$ cat src/rtl/regfile_port_arbiter_pkg.sv
// Shared constants, FSM state and requester ids for the register-file port arbiter.
package regfile_port_arbiter_pkg;

    localparam int RF_AW   = 5;
    localparam int RF_DW   = 32;
    localparam int RF_NREG = 32;

    typedef enum logic {
        ST_IDLE  = 1'b0,
        ST_CLEAR = 1'b1
    } state_t;

    // Bit positions of each requester in the req/grant vectors
    localparam int REQ_A = 0;
    localparam int REQ_B = 1;

endpackage

$ cat src/rtl/regfile_port_arbiter_if.sv
// Requester, clear-control and register-file signals of the port arbiter.
interface regfile_port_arbiter_if
    import regfile_port_arbiter_pkg::*;
#(
    parameter int AW = RF_AW,
    parameter int DW = RF_DW
);
    logic          req_a;
    logic          we_a;
    logic [AW-1:0] addr_a;
    logic [DW-1:0] wdata_a;
    logic          ack_a;
    logic          rvalid_a;
    logic [DW-1:0] rdata_a;

    logic          req_b;
    logic          we_b;
    logic [AW-1:0] addr_b;
    logic [DW-1:0] wdata_b;
    logic          ack_b;
    logic          rvalid_b;
    logic [DW-1:0] rdata_b;

    logic          clr_start;
    logic          clr_busy;
    logic          clr_done;

    logic          rf_we;
    logic [AW-1:0] rf_addr;
    logic [DW-1:0] rf_wdata;
    logic [DW-1:0] rf_rdata;

    // Arbiter side
    modport slave (
        input  req_a, we_a, addr_a, wdata_a,
        input  req_b, we_b, addr_b, wdata_b,
        input  clr_start, rf_rdata,
        output ack_a, rvalid_a, rdata_a,
        output ack_b, rvalid_b, rdata_b,
        output clr_busy, clr_done,
        output rf_we, rf_addr, rf_wdata
    );

    // Requester / register-file side
    modport master (
        output req_a, we_a, addr_a, wdata_a,
        output req_b, we_b, addr_b, wdata_b,
        output clr_start, rf_rdata,
        input  ack_a, rvalid_a, rdata_a,
        input  ack_b, rvalid_b, rdata_b,
        input  clr_busy, clr_done,
        input  rf_we, rf_addr, rf_wdata
    );

endinterface

$ cat src/rtl/regfile_port_arbiter_rr_arb2.sv
// Two-way round-robin picker: combinational one-hot grant, registered last winner.
module regfile_port_arbiter_rr_arb2
    import regfile_port_arbiter_pkg::*;
(
    input  logic       Clk,
    input  logic       Reset,
    input  logic [1:0] req,
    output logic [1:0] gnt
);

    logic last_b;   // 1: B won most recently, so A wins the next tie

    // A lone requester wins outright; a tie goes to whoever did not win last
    always_comb begin
        gnt = req;
        if (req[REQ_A] && req[REQ_B]) begin
            gnt = '0;
            if (last_b)
                gnt[REQ_A] = 1'b1;
            else
                gnt[REQ_B] = 1'b1;
        end
    end

    // Remember the latest winner; held while nothing is granted (e.g. during clear)
    always_ff @(posedge Clk or posedge Reset) begin
        if (Reset)
            last_b <= 1'b1;
        else if (gnt[REQ_A])
            last_b <= 1'b0;
        else if (gnt[REQ_B])
            last_b <= 1'b1;
    end

endmodule

$ cat src/rtl/regfile_port_arbiter.sv
// Shares the register-file port between requesters A and B and sequences bulk clear.
// Grant decided in cycle N, access presented to the file in N+1, read data in N+2.
module regfile_port_arbiter
    import regfile_port_arbiter_pkg::*;
#(
    parameter int AW   = RF_AW,
    parameter int DW   = RF_DW,
    parameter int NREG = RF_NREG
) (
    input  logic                  Clk,
    input  logic                  Reset,
    regfile_port_arbiter_if.slave bus
);

    state_t        state, state_nxt;
    logic [AW-1:0] cnt, cnt_nxt;
    logic          arb_en;
    logic [1:0]    elig, gnt;
    logic          last_cnt;

    logic          ack_a, ack_b;
    logic          rvalid_a, rvalid_b;
    logic [DW-1:0] rdata_a, rdata_b;
    logic          clr_done;
    logic          rf_we;
    logic [AW-1:0] rf_addr;
    logic [DW-1:0] rf_wdata;

    assign last_cnt = (cnt == AW'(NREG - 1));

    // A requester whose ack is up this cycle is already being served
    assign elig[REQ_A] = bus.req_a & ~ack_a & arb_en;
    assign elig[REQ_B] = bus.req_b & ~ack_b & arb_en;

    regfile_port_arbiter_rr_arb2 u_arb (
        .Clk   (Clk),
        .Reset (Reset),
        .req   (elig),
        .gnt   (gnt)
    );

    // Next state / clear counter; arbitration only in IDLE with no clear pending
    always_comb begin
        state_nxt = state;
        cnt_nxt   = cnt;
        arb_en    = 1'b0;
        case (state)
            ST_IDLE: begin
                if (bus.clr_start) begin
                    state_nxt = ST_CLEAR;
                    cnt_nxt   = '0;
                end else begin
                    arb_en = 1'b1;
                end
            end
            ST_CLEAR: begin
                if (last_cnt) begin
                    state_nxt = ST_IDLE;
                    cnt_nxt   = '0;
                end else begin
                    cnt_nxt = cnt + AW'(1);
                end
            end
            default: state_nxt = ST_IDLE;
        endcase
    end

    // State and clear counter registers; cnt mirrors rf_addr while clearing
    always_ff @(posedge Clk or posedge Reset) begin
        if (Reset) begin
            state <= ST_IDLE;
            cnt   <= '0;
        end else begin
            state <= state_nxt;
            cnt   <= cnt_nxt;
        end
    end

    // File port and ack registers: clear writes take priority over granted accesses
    always_ff @(posedge Clk or posedge Reset) begin
        if (Reset) begin
            ack_a    <= 1'b0;
            ack_b    <= 1'b0;
            clr_done <= 1'b0;
            rf_we    <= 1'b0;
            rf_addr  <= '0;
            rf_wdata <= '0;
        end else begin
            ack_a    <= gnt[REQ_A];
            ack_b    <= gnt[REQ_B];
            clr_done <= (state == ST_CLEAR) && (state_nxt == ST_IDLE);
            if (state_nxt == ST_CLEAR) begin
                rf_we    <= 1'b1;
                rf_addr  <= cnt_nxt;
                rf_wdata <= '0;
            end else if (gnt[REQ_A]) begin
                rf_we    <= bus.we_a;
                rf_addr  <= bus.addr_a;
                rf_wdata <= bus.wdata_a;
            end else if (gnt[REQ_B]) begin
                rf_we    <= bus.we_b;
                rf_addr  <= bus.addr_b;
                rf_wdata <= bus.wdata_b;
            end else begin
                rf_we <= 1'b0;
            end
        end
    end

    // Capture read data during the issue cycle and flag it the cycle after
    always_ff @(posedge Clk or posedge Reset) begin
        if (Reset) begin
            rvalid_a <= 1'b0;
            rvalid_b <= 1'b0;
            rdata_a  <= '0;
            rdata_b  <= '0;
        end else begin
            rvalid_a <= ack_a & ~rf_we;
            rvalid_b <= ack_b & ~rf_we;
            if (ack_a && !rf_we)
                rdata_a <= bus.rf_rdata;
            if (ack_b && !rf_we)
                rdata_b <= bus.rf_rdata;
        end
    end

    assign bus.ack_a    = ack_a;
    assign bus.ack_b    = ack_b;
    assign bus.rvalid_a = rvalid_a;
    assign bus.rvalid_b = rvalid_b;
    assign bus.rdata_a  = rdata_a;
    assign bus.rdata_b  = rdata_b;
    assign bus.clr_busy = (state == ST_CLEAR);
    assign bus.clr_done = clr_done;
    assign bus.rf_we    = rf_we;
    assign bus.rf_addr  = rf_addr;
    assign bus.rf_wdata = rf_wdata;

endmodule

$ cat src/flat_wrapper.sv
// flat-port wrapper written by rule: the top's interface ports become plain ports
module regfile_port_arbiter_flat import regfile_port_arbiter_pkg::*;
#(
    parameter int AW   = RF_AW,
    parameter int DW   = RF_DW,
    parameter int NREG = RF_NREG
)
  (Clk, Reset, bus_req_a, bus_we_a, bus_addr_a, bus_wdata_a, bus_req_b, bus_we_b, bus_addr_b, bus_wdata_b, bus_clr_start, bus_rf_rdata, bus_ack_a, bus_rvalid_a, bus_rdata_a, bus_ack_b, bus_rvalid_b, bus_rdata_b, bus_clr_busy, bus_clr_done, bus_rf_we, bus_rf_addr, bus_rf_wdata);
  regfile_port_arbiter_if #(.AW(AW), .DW(DW)) bus_i ();
  input  logic Clk;
  input  logic Reset;
  input wire logic [$bits(bus_i.req_a)-1:0] bus_req_a;
  input wire logic [$bits(bus_i.we_a)-1:0] bus_we_a;
  input wire logic [$bits(bus_i.addr_a)-1:0] bus_addr_a;
  input wire logic [$bits(bus_i.wdata_a)-1:0] bus_wdata_a;
  input wire logic [$bits(bus_i.req_b)-1:0] bus_req_b;
  input wire logic [$bits(bus_i.we_b)-1:0] bus_we_b;
  input wire logic [$bits(bus_i.addr_b)-1:0] bus_addr_b;
  input wire logic [$bits(bus_i.wdata_b)-1:0] bus_wdata_b;
  input wire logic [$bits(bus_i.clr_start)-1:0] bus_clr_start;
  input wire logic [$bits(bus_i.rf_rdata)-1:0] bus_rf_rdata;
  output wire logic [$bits(bus_i.ack_a)-1:0] bus_ack_a;
  output wire logic [$bits(bus_i.rvalid_a)-1:0] bus_rvalid_a;
  output wire logic [$bits(bus_i.rdata_a)-1:0] bus_rdata_a;
  output wire logic [$bits(bus_i.ack_b)-1:0] bus_ack_b;
  output wire logic [$bits(bus_i.rvalid_b)-1:0] bus_rvalid_b;
  output wire logic [$bits(bus_i.rdata_b)-1:0] bus_rdata_b;
  output wire logic [$bits(bus_i.clr_busy)-1:0] bus_clr_busy;
  output wire logic [$bits(bus_i.clr_done)-1:0] bus_clr_done;
  output wire logic [$bits(bus_i.rf_we)-1:0] bus_rf_we;
  output wire logic [$bits(bus_i.rf_addr)-1:0] bus_rf_addr;
  output wire logic [$bits(bus_i.rf_wdata)-1:0] bus_rf_wdata;
  assign bus_i.req_a = bus_req_a;
  assign bus_i.we_a = bus_we_a;
  assign bus_i.addr_a = bus_addr_a;
  assign bus_i.wdata_a = bus_wdata_a;
  assign bus_i.req_b = bus_req_b;
  assign bus_i.we_b = bus_we_b;
  assign bus_i.addr_b = bus_addr_b;
  assign bus_i.wdata_b = bus_wdata_b;
  assign bus_i.clr_start = bus_clr_start;
  assign bus_i.rf_rdata = bus_rf_rdata;
  assign bus_ack_a = bus_i.ack_a;
  assign bus_rvalid_a = bus_i.rvalid_a;
  assign bus_rdata_a = bus_i.rdata_a;
  assign bus_ack_b = bus_i.ack_b;
  assign bus_rvalid_b = bus_i.rvalid_b;
  assign bus_rdata_b = bus_i.rdata_b;
  assign bus_clr_busy = bus_i.clr_busy;
  assign bus_clr_done = bus_i.clr_done;
  assign bus_rf_we = bus_i.rf_we;
  assign bus_rf_addr = bus_i.rf_addr;
  assign bus_rf_wdata = bus_i.rf_wdata;
  regfile_port_arbiter #(.AW(AW), .DW(DW), .NREG(NREG)) u_core (.Clk(Clk), .Reset(Reset), .bus(bus_i));
endmodule
$ cat config.mk
export PLATFORM = sky130hd
export DESIGN_NAME = regfile_port_arbiter_flat
export DESIGN_NICKNAME = d
export VERILOG_FILES = /design/src/rtl/regfile_port_arbiter_pkg.sv /design/src/rtl/regfile_port_arbiter_if.sv /design/src/rtl/regfile_port_arbiter_rr_arb2.sv /design/src/rtl/regfile_port_arbiter.sv /design/src/flat_wrapper.sv
export SDC_FILE = /design/constraint.sdc
export NUM_CORES = 1
export LEC_CHECK = 0
export CAP_MARGIN = 25
export CORE_ASPECT_RATIO = 1.4
export CORE_MARGIN = 3
export CORE_UTILIZATION = 44
export CTS_CLUSTER_SIZE = 10
export DETAILED_ROUTE_END_ITERATION = 10
export PLACE_DENSITY_LB_ADDON = 0.3
export SYNTH_ARGS = -nofsm -noshare
export SYNTH_HDL_FRONTEND = slang
export SYNTH_SLANG_ARGS = --single-unit
$ cat constraint.sdc
create_clock -name Clk -period 10.46 [get_ports Clk]
set_clock_uncertainty 0.05 [all_clocks]
set_input_delay 1.569 -clock Clk [delete_from_list [all_inputs] [get_ports Clk]]
set_output_delay 1.569 -clock Clk [all_outputs]
set_load 0.05 [all_outputs]
After elaboration in Yosys (flattened, before gate mapping)
Index checks and enable logic that the tools add are counted.
{"block": "totals", "regBits": 114, "latchBits": 0, "ram_bits": 0, "romBits": 0, "inputBits": 113, "output_inout_bits": 108, "memories": 0}
{"block": "classes", "addsub": 1, "mul": 0, "div": 0, "n_lt_le_gt_ge": 0, "eq_ne": 1, "shifts": 0, "n_mux": 22, "bitwise": 11, "reduce_logical": 7}
{"op": "$mux W32", "n": 3}
{"op": "$mux W5", "n": 5}
{"op": "$mux W1", "n": 11}
{"op": "$pmux W5 S2", "n": 1}
{"op": "$and A1 B1 Y1", "n": 6}
{"op": "$add A5 B1 Y5 const B", "n": 1}
{"op": "$eq A5 B5 Y1 const B", "n": 1}
{"op": "$not A1 Y1", "n": 5}
{"op": "$logic_and A1 B1 Y1", "n": 4}
{"op": "$reduce_bool A3 Y1", "n": 1}
{"op": "$mux W2", "n": 1}
{"op": "$pmux W1 S2", "n": 1}
{"op": "$reduce_bool A2 Y1", "n": 1}
{"op": "$logic_not A1 Y1", "n": 1}

Longest topological paths before layout
Gate-level depths: netlist of the first run.
{"block": "logic_depth", "ltp_word": 8, "depth_mapped": 10}

By module
Synthesis of the first run repeated with hierarchy kept, for this count alone.
{"block": "hier_totals", "hier_cells": 390, "area_unflattened_um2": 4868.4}
{"mod": "regfile_port_arbiter", "instances": 1, "cells_each": 383, "area_each_um2": 4810.9, "seq_area_each_um2": 2827.7}
{"mod": "regfile_port_arbiter_rr_arb2", "instances": 1, "cells_each": 7, "area_each_um2": 57.6, "seq_area_each_um2": 26.3}

Worst setup path before layout of the first run
No wires, ideal clock.
{"block": "synth_timing", "kind": "input to register", "startpoint": "in bus_req_b", "endpoint": "reg u_core.rf_wdata[10], in the netlist u_core.bus.rf_wdata[10]", "setup_ns": 0.130, "arrival_time_ns": 2.619, "required_ns": 10.280, "slack_ns": 7.661, "stages": 5, "cell_sequence": "nor2b_1 > o21ai_0 > clkbuf_1 > clkbuf_1 > o2bb2ai_1"}
{"block": "synth_between", "elab_chain_cells": 6}
{"item": "from (decl)", "line": "flat_wrapper.sv:16", "text": "input wire logic [$bits(bus_i.req_b)-1:0] bus_req_b;"}
{"item": "$and A1 B1 Y1 * (2 in a row)", "line": "regfile_port_arbiter.sv:33", "text": "assign elig[REQ_B] = bus.req_b & ~ack_b & arb_en;"}
{"item": "$logic_and A1 B1 Y1", "line": "regfile_port_arbiter_rr_arb2.sv:16", "text": "if (req[REQ_A] && req[REQ_B]) begin"}
{"item": "$mux W2 *", "line": "regfile_port_arbiter_rr_arb2.sv:16"}
{"item": "$mux W32", "line": "regfile_port_arbiter.sv:96", "text": "end else if (gnt[REQ_A]) begin"}
{"item": "$mux W32", "line": "regfile_port_arbiter.sv:92", "text": "if (state_nxt == ST_CLEAR) begin"}
{"item": "to (signal assigned)", "line": "regfile_port_arbiter.sv:99", "text": "rf_wdata <= bus.wdata_a;"}
{"item": "to (signal assigned)", "line": "regfile_port_arbiter.sv:103", "text": "rf_wdata <= bus.wdata_b;"}
{"item": "to (decl)", "line": "regfile_port_arbiter.sv:27", "text": "logic [DW-1:0] rf_wdata;"}
Mark *: on every way between the ends. The rest lies on a longest branch, timed or not.
A chain may end at the register's enable or synchronous reset.

Worst setup path after layout of the first run
{"block": "layout_timing", "startpoint": "reg u_core.state, in the netlist u_core.bus.clr_busy", "endpoint": "out bus_clr_busy"}
{"item": "from (decl)", "line": "regfile_port_arbiter.sv:15", "text": "state_t state, state_nxt;"}
{"item": "from (signal assigned)", "line": "regfile_port_arbiter.sv:74", "text": "state <= state_nxt;"}
{"item": "to (decl)", "line": "flat_wrapper.sv:28", "text": "output wire logic [$bits(bus_i.clr_busy)-1:0] bus_clr_busy;"}
No word-level cell between the ends.

==> impl_metrics.ini, run 1 <==
[clock_network]
root_buffer = clkbuf_16
postCtsHoldBufs = 0
cts_buffer_depth = 2
post_cts_resized = 0
tritoncts = yes
cts_made_buffers = 17
cts.reportedPaths.clkPinSlew_ps = 50
clk_latency_ps = 410
clkSinkCount = 114
htree_levels = 4
cts_setup_buffers = 0

[power_and_ir_drop]
p_clk_frac = 0.412
power_density_nw_per_um2 = 188
finalPower_mw = 1.44
p_comb_frac = 0.228
seqPwrFrac = 0.360
p_leak_nw = 3.19
p_sw_frac = 0.286
vdd_drop_max_mv = 0.126
p_int_mw = 1.02
total_switching_power_uw = 411

[layout]
area_growth_pct = 61.6
final_cells = 697
fin_area_um2 = 7650
final_common_cell = clkdlybuf4s50_1
mostFrequentLayoutCells = clkdlybuf4s50_1 (220), dfrtp_1 (113), mux2_2 (65)
antenna_cells = 0
drive_above_1_share = 0.195
final_nets = 661

[route]
via_count = 3584
routed_wl_um = 12300
drt_iter0_drc = 84
drt_first_pass_iters = 4
wl_per_cell_um = 17.6
antenna_left = 0
drc = 0
vias_per_cell = 5.14

[global_route]
grt_max_degree = 63
gr-total-overflow = 0
grt_pass1_wl_um = 19600
grt_util_all_layers = 0.213
antenna_found_initial = 0
grt_pass1_vias = 3841

[synthesis]
synth_cell_types = 39
synth_compound_area_frac = 0.0907
yosysWarnings = 0
syn_area_um2 = 4730
synth_xor_area_frac = 0.00370
synth_top_family_by_area = multiplexers
synthArstFlopShare = 1.00
ys_ff_latch = 114
ys_seq_area_frac = 0.603
syn_avg_cell_area_um2 = 14.7
synth_fp_nets = 438
synth_simple_gate_area_frac = 0.0360
synth_edf_count = 0
synth_ff_type = dfrtp_1
synthCells = 323
synth.area.mux_share = 0.231
synthAdderAreaFrac = 0.00529

[placement]
port_buffers = 220
placedInstanceArea_um2 = 7040
placed_cells = 665
post-dp-hpwl_um = 8920
gp_congestion = 0.823

[setup_path]
endpoint_kind = output pin
cp_max_fo = 9
criticalPathCategory = flip-flop to output pin
cp_slowest_cell = clkdlybuf4s50_1
required_ps = 8840
cp.arrival_ps = 1890
slowest_delay_ps = 890
path_delay_family = buffers and inverters
crit_start = u_core.bus.clr_busy
start_kind = flip-flop
r2r_start = u_core.cnt[0]
crit_path_cell_trace = clkdlybuf4s50_1
path_buf_inv = 1

[sta]
rsz0062_at_grt = false
relSlewSlack = 0.352
fin_setup_tns_ps = 0
finalSetupViolCount = 0
max_freq_ghz = 0.285
tightest_slew_ps = 970
hold_viol = 0
slew_viol_final = 0
layout_min_cycle_time_ps = 3510
finalCritPeriodShare = 0.335

[floorplanning]
io_pins = 221
coreArea_um2 = 10500
num_rows = 44
die_area_um2 = 12100
chipHeight_um = 129
die_w_um = 93.6
initial_utilization = 0.452

[worst_hold_path]
min_path_type = flip-flop to flip-flop
min_from = u_core.bus.rf_wdata[13]

[run_status]
status = completed

[run]
maxCapViolCount = 0
-- path summary, 6_finish.rpt --
| path | end | slack (ps) | depth (start not counted) |
|---|---|---|---|
| worst max-delay path | bus_clr_busy | 6950 | 1 |
| worst min-delay path | u_core.bus.rf_wdata[13] | 440 | 1 |
| worst max register to register | u_core.bus.rf_wdata[7] | 7900 | 9 |
| worst min register to register | u_core.bus.rf_wdata[13] | 440 | 1 |
| max in group asynchronous | u_core.bus.rdata_b[28] | 7590 | 3 |
| min in group asynchronous | u_core.bus.rdata_b[11] | 1550 | 2 |
-- Yosys cell counts, drive strengths merged, types with 2 or more instances --
| cell | instances | share of area |
|---|---|---|
| xnor2 | 2 | 0.0037 |
| o2bb2ai | 32 | 0.059 |
| nand3 | 2 | 0.0021 |
| dfrtp | 113 | 0.60 |
| nor3 | 3 | 0.0032 |
| inv | 4 | 0.0032 |
| buf | 15 | 0.022 |
| o21ai | 4 | 0.0042 |
| a31oi | 2 | 0.0026 |
| nor2 | 5 | 0.0061 |
| mux2 | 65 | 0.15 |
| mux2i | 36 | 0.076 |
| a22o | 2 | 0.0037 |
| ha | 2 | 0.0053 |
| clkbuf | 6 | 0.0048 |
| nor2b | 4 | 0.0053 |
| nand2 | 4 | 0.0032 |
| nand2b | 3 | 0.0040 |
| a21oi | 3 | 0.0032 |
| nand3b | 2 | 0.0032 |
-- cells by family after synthesis --
group,count (synthesis)
flip-flops,114
AO/OA/AOI/OAI,52
multiplexers,101
AND/OR/NAND/NOR,27
buffers and inverters,25
XOR/XNOR,2
adder cells (fa/ha/maj),2
-- sequential cells by signal, indices dropped and copies added, names as in the netlist --
signal,cells
u_core.cnt,5
u_core.bus.ack_a,1
u_core.bus.rf_wdata,32
u_core.u_arb.last_b,1
u_core.bus.clr_done,1
u_core.bus.rdata_a,32
u_core.bus.rf_we,1
u_core.bus.rdata_b,32
u_core.bus.clr_busy,1
u_core.bus.rvalid_a,1
u_core.bus.rvalid_b,1
u_core.bus.ack_b,1
u_core.bus.rf_addr,5
-- power by group through the flow --
stage               combinational (mW)  sequential [mW]  clock (mW)
global placement                 0.319            0.520           0
finish                           0.327            0.516       0.592
global route                     0.347            0.521       0.625
detailed placement               0.328            0.521           0
floorplan                        0.101            0.615           0
CTS                              0.330            0.516       0.603
-- routing by layer --
layer  track usage  routed length [µm]  vias up
met4        0.0935                 306        0
met3        0.0895                1260       23
li1              -                   -     1633
met1         0.231                4480     1733
met5             0                   0        -
met2         0.364                6240      195
-- stage by stage --
stage	hold WS (ps)	utilization	worst slack [ps]
finish	442	0.731	6950
global route	454	0.731	6900
CTS	444	0.731	6940
detailed placement	423	0.673	6730
global placement	420	0.671	6530
floorplan	422	-	5830
-- cell type report --
type / instances / area [µm²]
inverters: 4 / 17.5
flip-flops and latches: 114 / 2850
repair buffers: 225 / 2250
clock buffers: 20 / 447
fillers: 709 / 2810
well taps: 138 / 173
multi-input cells: 184 / 1750
clock inverters: 12 / 163
(Power assumes the default switching activity.)
==> inputs of run 2 (changes only) <==
--- a/config.mk
+++ b/config.mk
@@ -8,7 +8,7 @@
 export CAP_MARGIN = 25
 export CORE_ASPECT_RATIO = 1.4
 export CORE_MARGIN = 3
-export CORE_UTILIZATION = 44
+export CORE_UTILIZATION = 37
 export CTS_CLUSTER_SIZE = 10
 export DETAILED_ROUTE_END_ITERATION = 10
 export PLACE_DENSITY_LB_ADDON = 0.3
==> constraint.sdc (replaced) <==
create_clock -name Clk -period 3.1 [get_ports Clk]
set_clock_uncertainty 0.05 [all_clocks]
set_input_delay 0.465 -clock Clk [delete_from_list [all_inputs] [get_ports Clk]]
set_output_delay 0.465 -clock Clk [all_outputs]
set_load 0.05 [all_outputs]
==> impl_metrics.ini, run 2 (same netlist as run 1, synthesis figures left out) <==
[floorplanning]
initial_utilization = 0.381
die_area_um2 = 14200
num_rows = 48
die_w_um = 102
io_pins = 221
chipHeight_um = 140
coreArea_um2 = 12400

[clock_network]
clk_latency_ps = 400
clkSinkCount = 114
postCtsHoldBufs = 0
post_cts_resized = 0
tritoncts = yes
htree_levels = 4
cts_setup_buffers = 0
cts_buffer_depth = 2
cts.reportedPaths.clkPinSlew_ps = 50
root_buffer = clkbuf_16
cts_made_buffers = 17

[setup_path]
cp_slowest_cell = clkdlybuf4s50_1
path_buf_inv = 1
cp_max_fo = 9
path_delay_family = buffers and inverters
cp.arrival_ps = 1870
endpoint_kind = output pin
slowest_delay_ps = 890
criticalPathCategory = flip-flop to output pin
start_kind = flip-flop
required_ps = 2580
crit_path_cell_trace = clkdlybuf4s50_1

[global_route]
grt_util_all_layers = 0.176
grt_max_degree = 115
grt_pass1_wl_um = 19600
grt_pass1_vias = 3932
gr-total-overflow = 0
antenna_found_initial = 0

[layout]
final_nets = 662
final_cells = 709
regArea_um2 = 2850
final_common_cell = clkdlybuf4s50_1
area_growth_pct = 62.4
drive_above_1_share = 0.199
largestRegisters = u_core.bus.rdata_a x32, u_core.bus.rdata_b x32, u_core.bus.rf_wdata x32
fill_cells = 985
mostFrequentLayoutCells = clkdlybuf4s50_1 (220), dfrtp_1 (113), mux2_2 (65)
antenna_cells = 0
multi_input_area_um2 = 1750

[power_and_ir_drop]
vdd_drop_max_mv = 0.333
p_leak_nw = 3.20
finalPower_mw = 4.85
power_density_nw_per_um2 = 632

[placement]
gp_congestion = 0.765
placed_cells = 678
post-dp-hpwl_um = 8880
port_buffers = 220
pre_cts_slack_ps = 596

[worst_hold_path]
min_path_type = flip-flop to flip-flop

[sta]
holdWs_ps = 444
slew_viol_final = 0
hold_viol = 0
layout_min_cycle_time_ps = 2380
finalSetupViolCount = 0
fin_ws_ps = 718
max_freq_ghz = 0.420
rsz0062_at_grt = false
tightest_slew_ps = 861
relSlewSlack = 0.426
finalCritPeriodShare = 0.768
fin_setup_tns_ps = 0

[route]
routed_wl_um = 12200
drt_iter0_drc = 81
drc = 0
vias_per_cell = 5.02
wl_per_cell_um = 17.3
via_count = 3562
antenna_left = 0
drt_first_pass_iters = 4

[run]
maxCapViolCount = 0

[run_status]
status = completed
-- run 2: final timing paths --
kind	start	to	slack (ps)	depth (start not counted)
max in group asynchronous	Reset	u_core.bus.rf_wdata[7]	1980	3
max	u_core.bus.clr_busy	bus_clr_busy	720	1
min in group asynchronous	Reset	u_core.bus.rdata_a[21]	550	3
min reg2reg	u_core.bus.rf_wdata[17]	u_core.bus.rf_wdata[17]	440	1
min	u_core.bus.rf_wdata[17]	u_core.bus.rf_wdata[17]	440	1
max reg2reg	u_core.cnt[0]	u_core.bus.rf_wdata[18]	740	9
-- run 2: worst register-to-register path, delay by kind of cell (launching register included) --
family / cells / cell delay (ps)
buffers and inverters: 2 / 390
DFF: 1 / 400
and+or+nand+nor: 4 / 750
AOI/OAI and AO/OA: 1 / 180
adders and majority gates: 2 / 470
-- run 2: stage by stage --
stage / area [µm²] / util
3_3_place_gp: 7070 / 0.569
6_report: 7680 / 0.618
2_1_floorplan: 4740 / -
5_1_grt: 7680 / 0.618
3_5_place_dp: 7070 / 0.569
4_1_cts: 7680 / 0.618
-- run 2: area by class of cell --
class,count,area share
clock buffer,20,0.0594
clock inverter,11,0.0208
inverter,4,0.00244
multi-input combinational,184,0.227
sequential,114,0.371
tap,150,0.0244
timing repair buffer,226,0.294
-- run 2: layer usage --
| metal | global-route usage | vias up | routed length [µm] | part of all wire |
|---|---|---|---|---|
| met3 | 0.0737 | 12 | 1150 | 0.094 |
| met2 | 0.303 | 169 | 6320 | 0.52 |
| met4 | 0.0644 | 0 | 130 | 0.011 |
| met1 | 0.191 | 1744 | 4640 | 0.38 |
| li1 | - | 1637 | - | - |
| met5 | 0 | - | 0 | 0 |
-- run 2: power by group --
group          total [mW]  internal [mW]  switching, mW
combinational        1.10          0.470          0.627
sequential           1.73           1.64         0.0991
clock                2.02           1.37          0.649
total                4.85           3.48           1.38
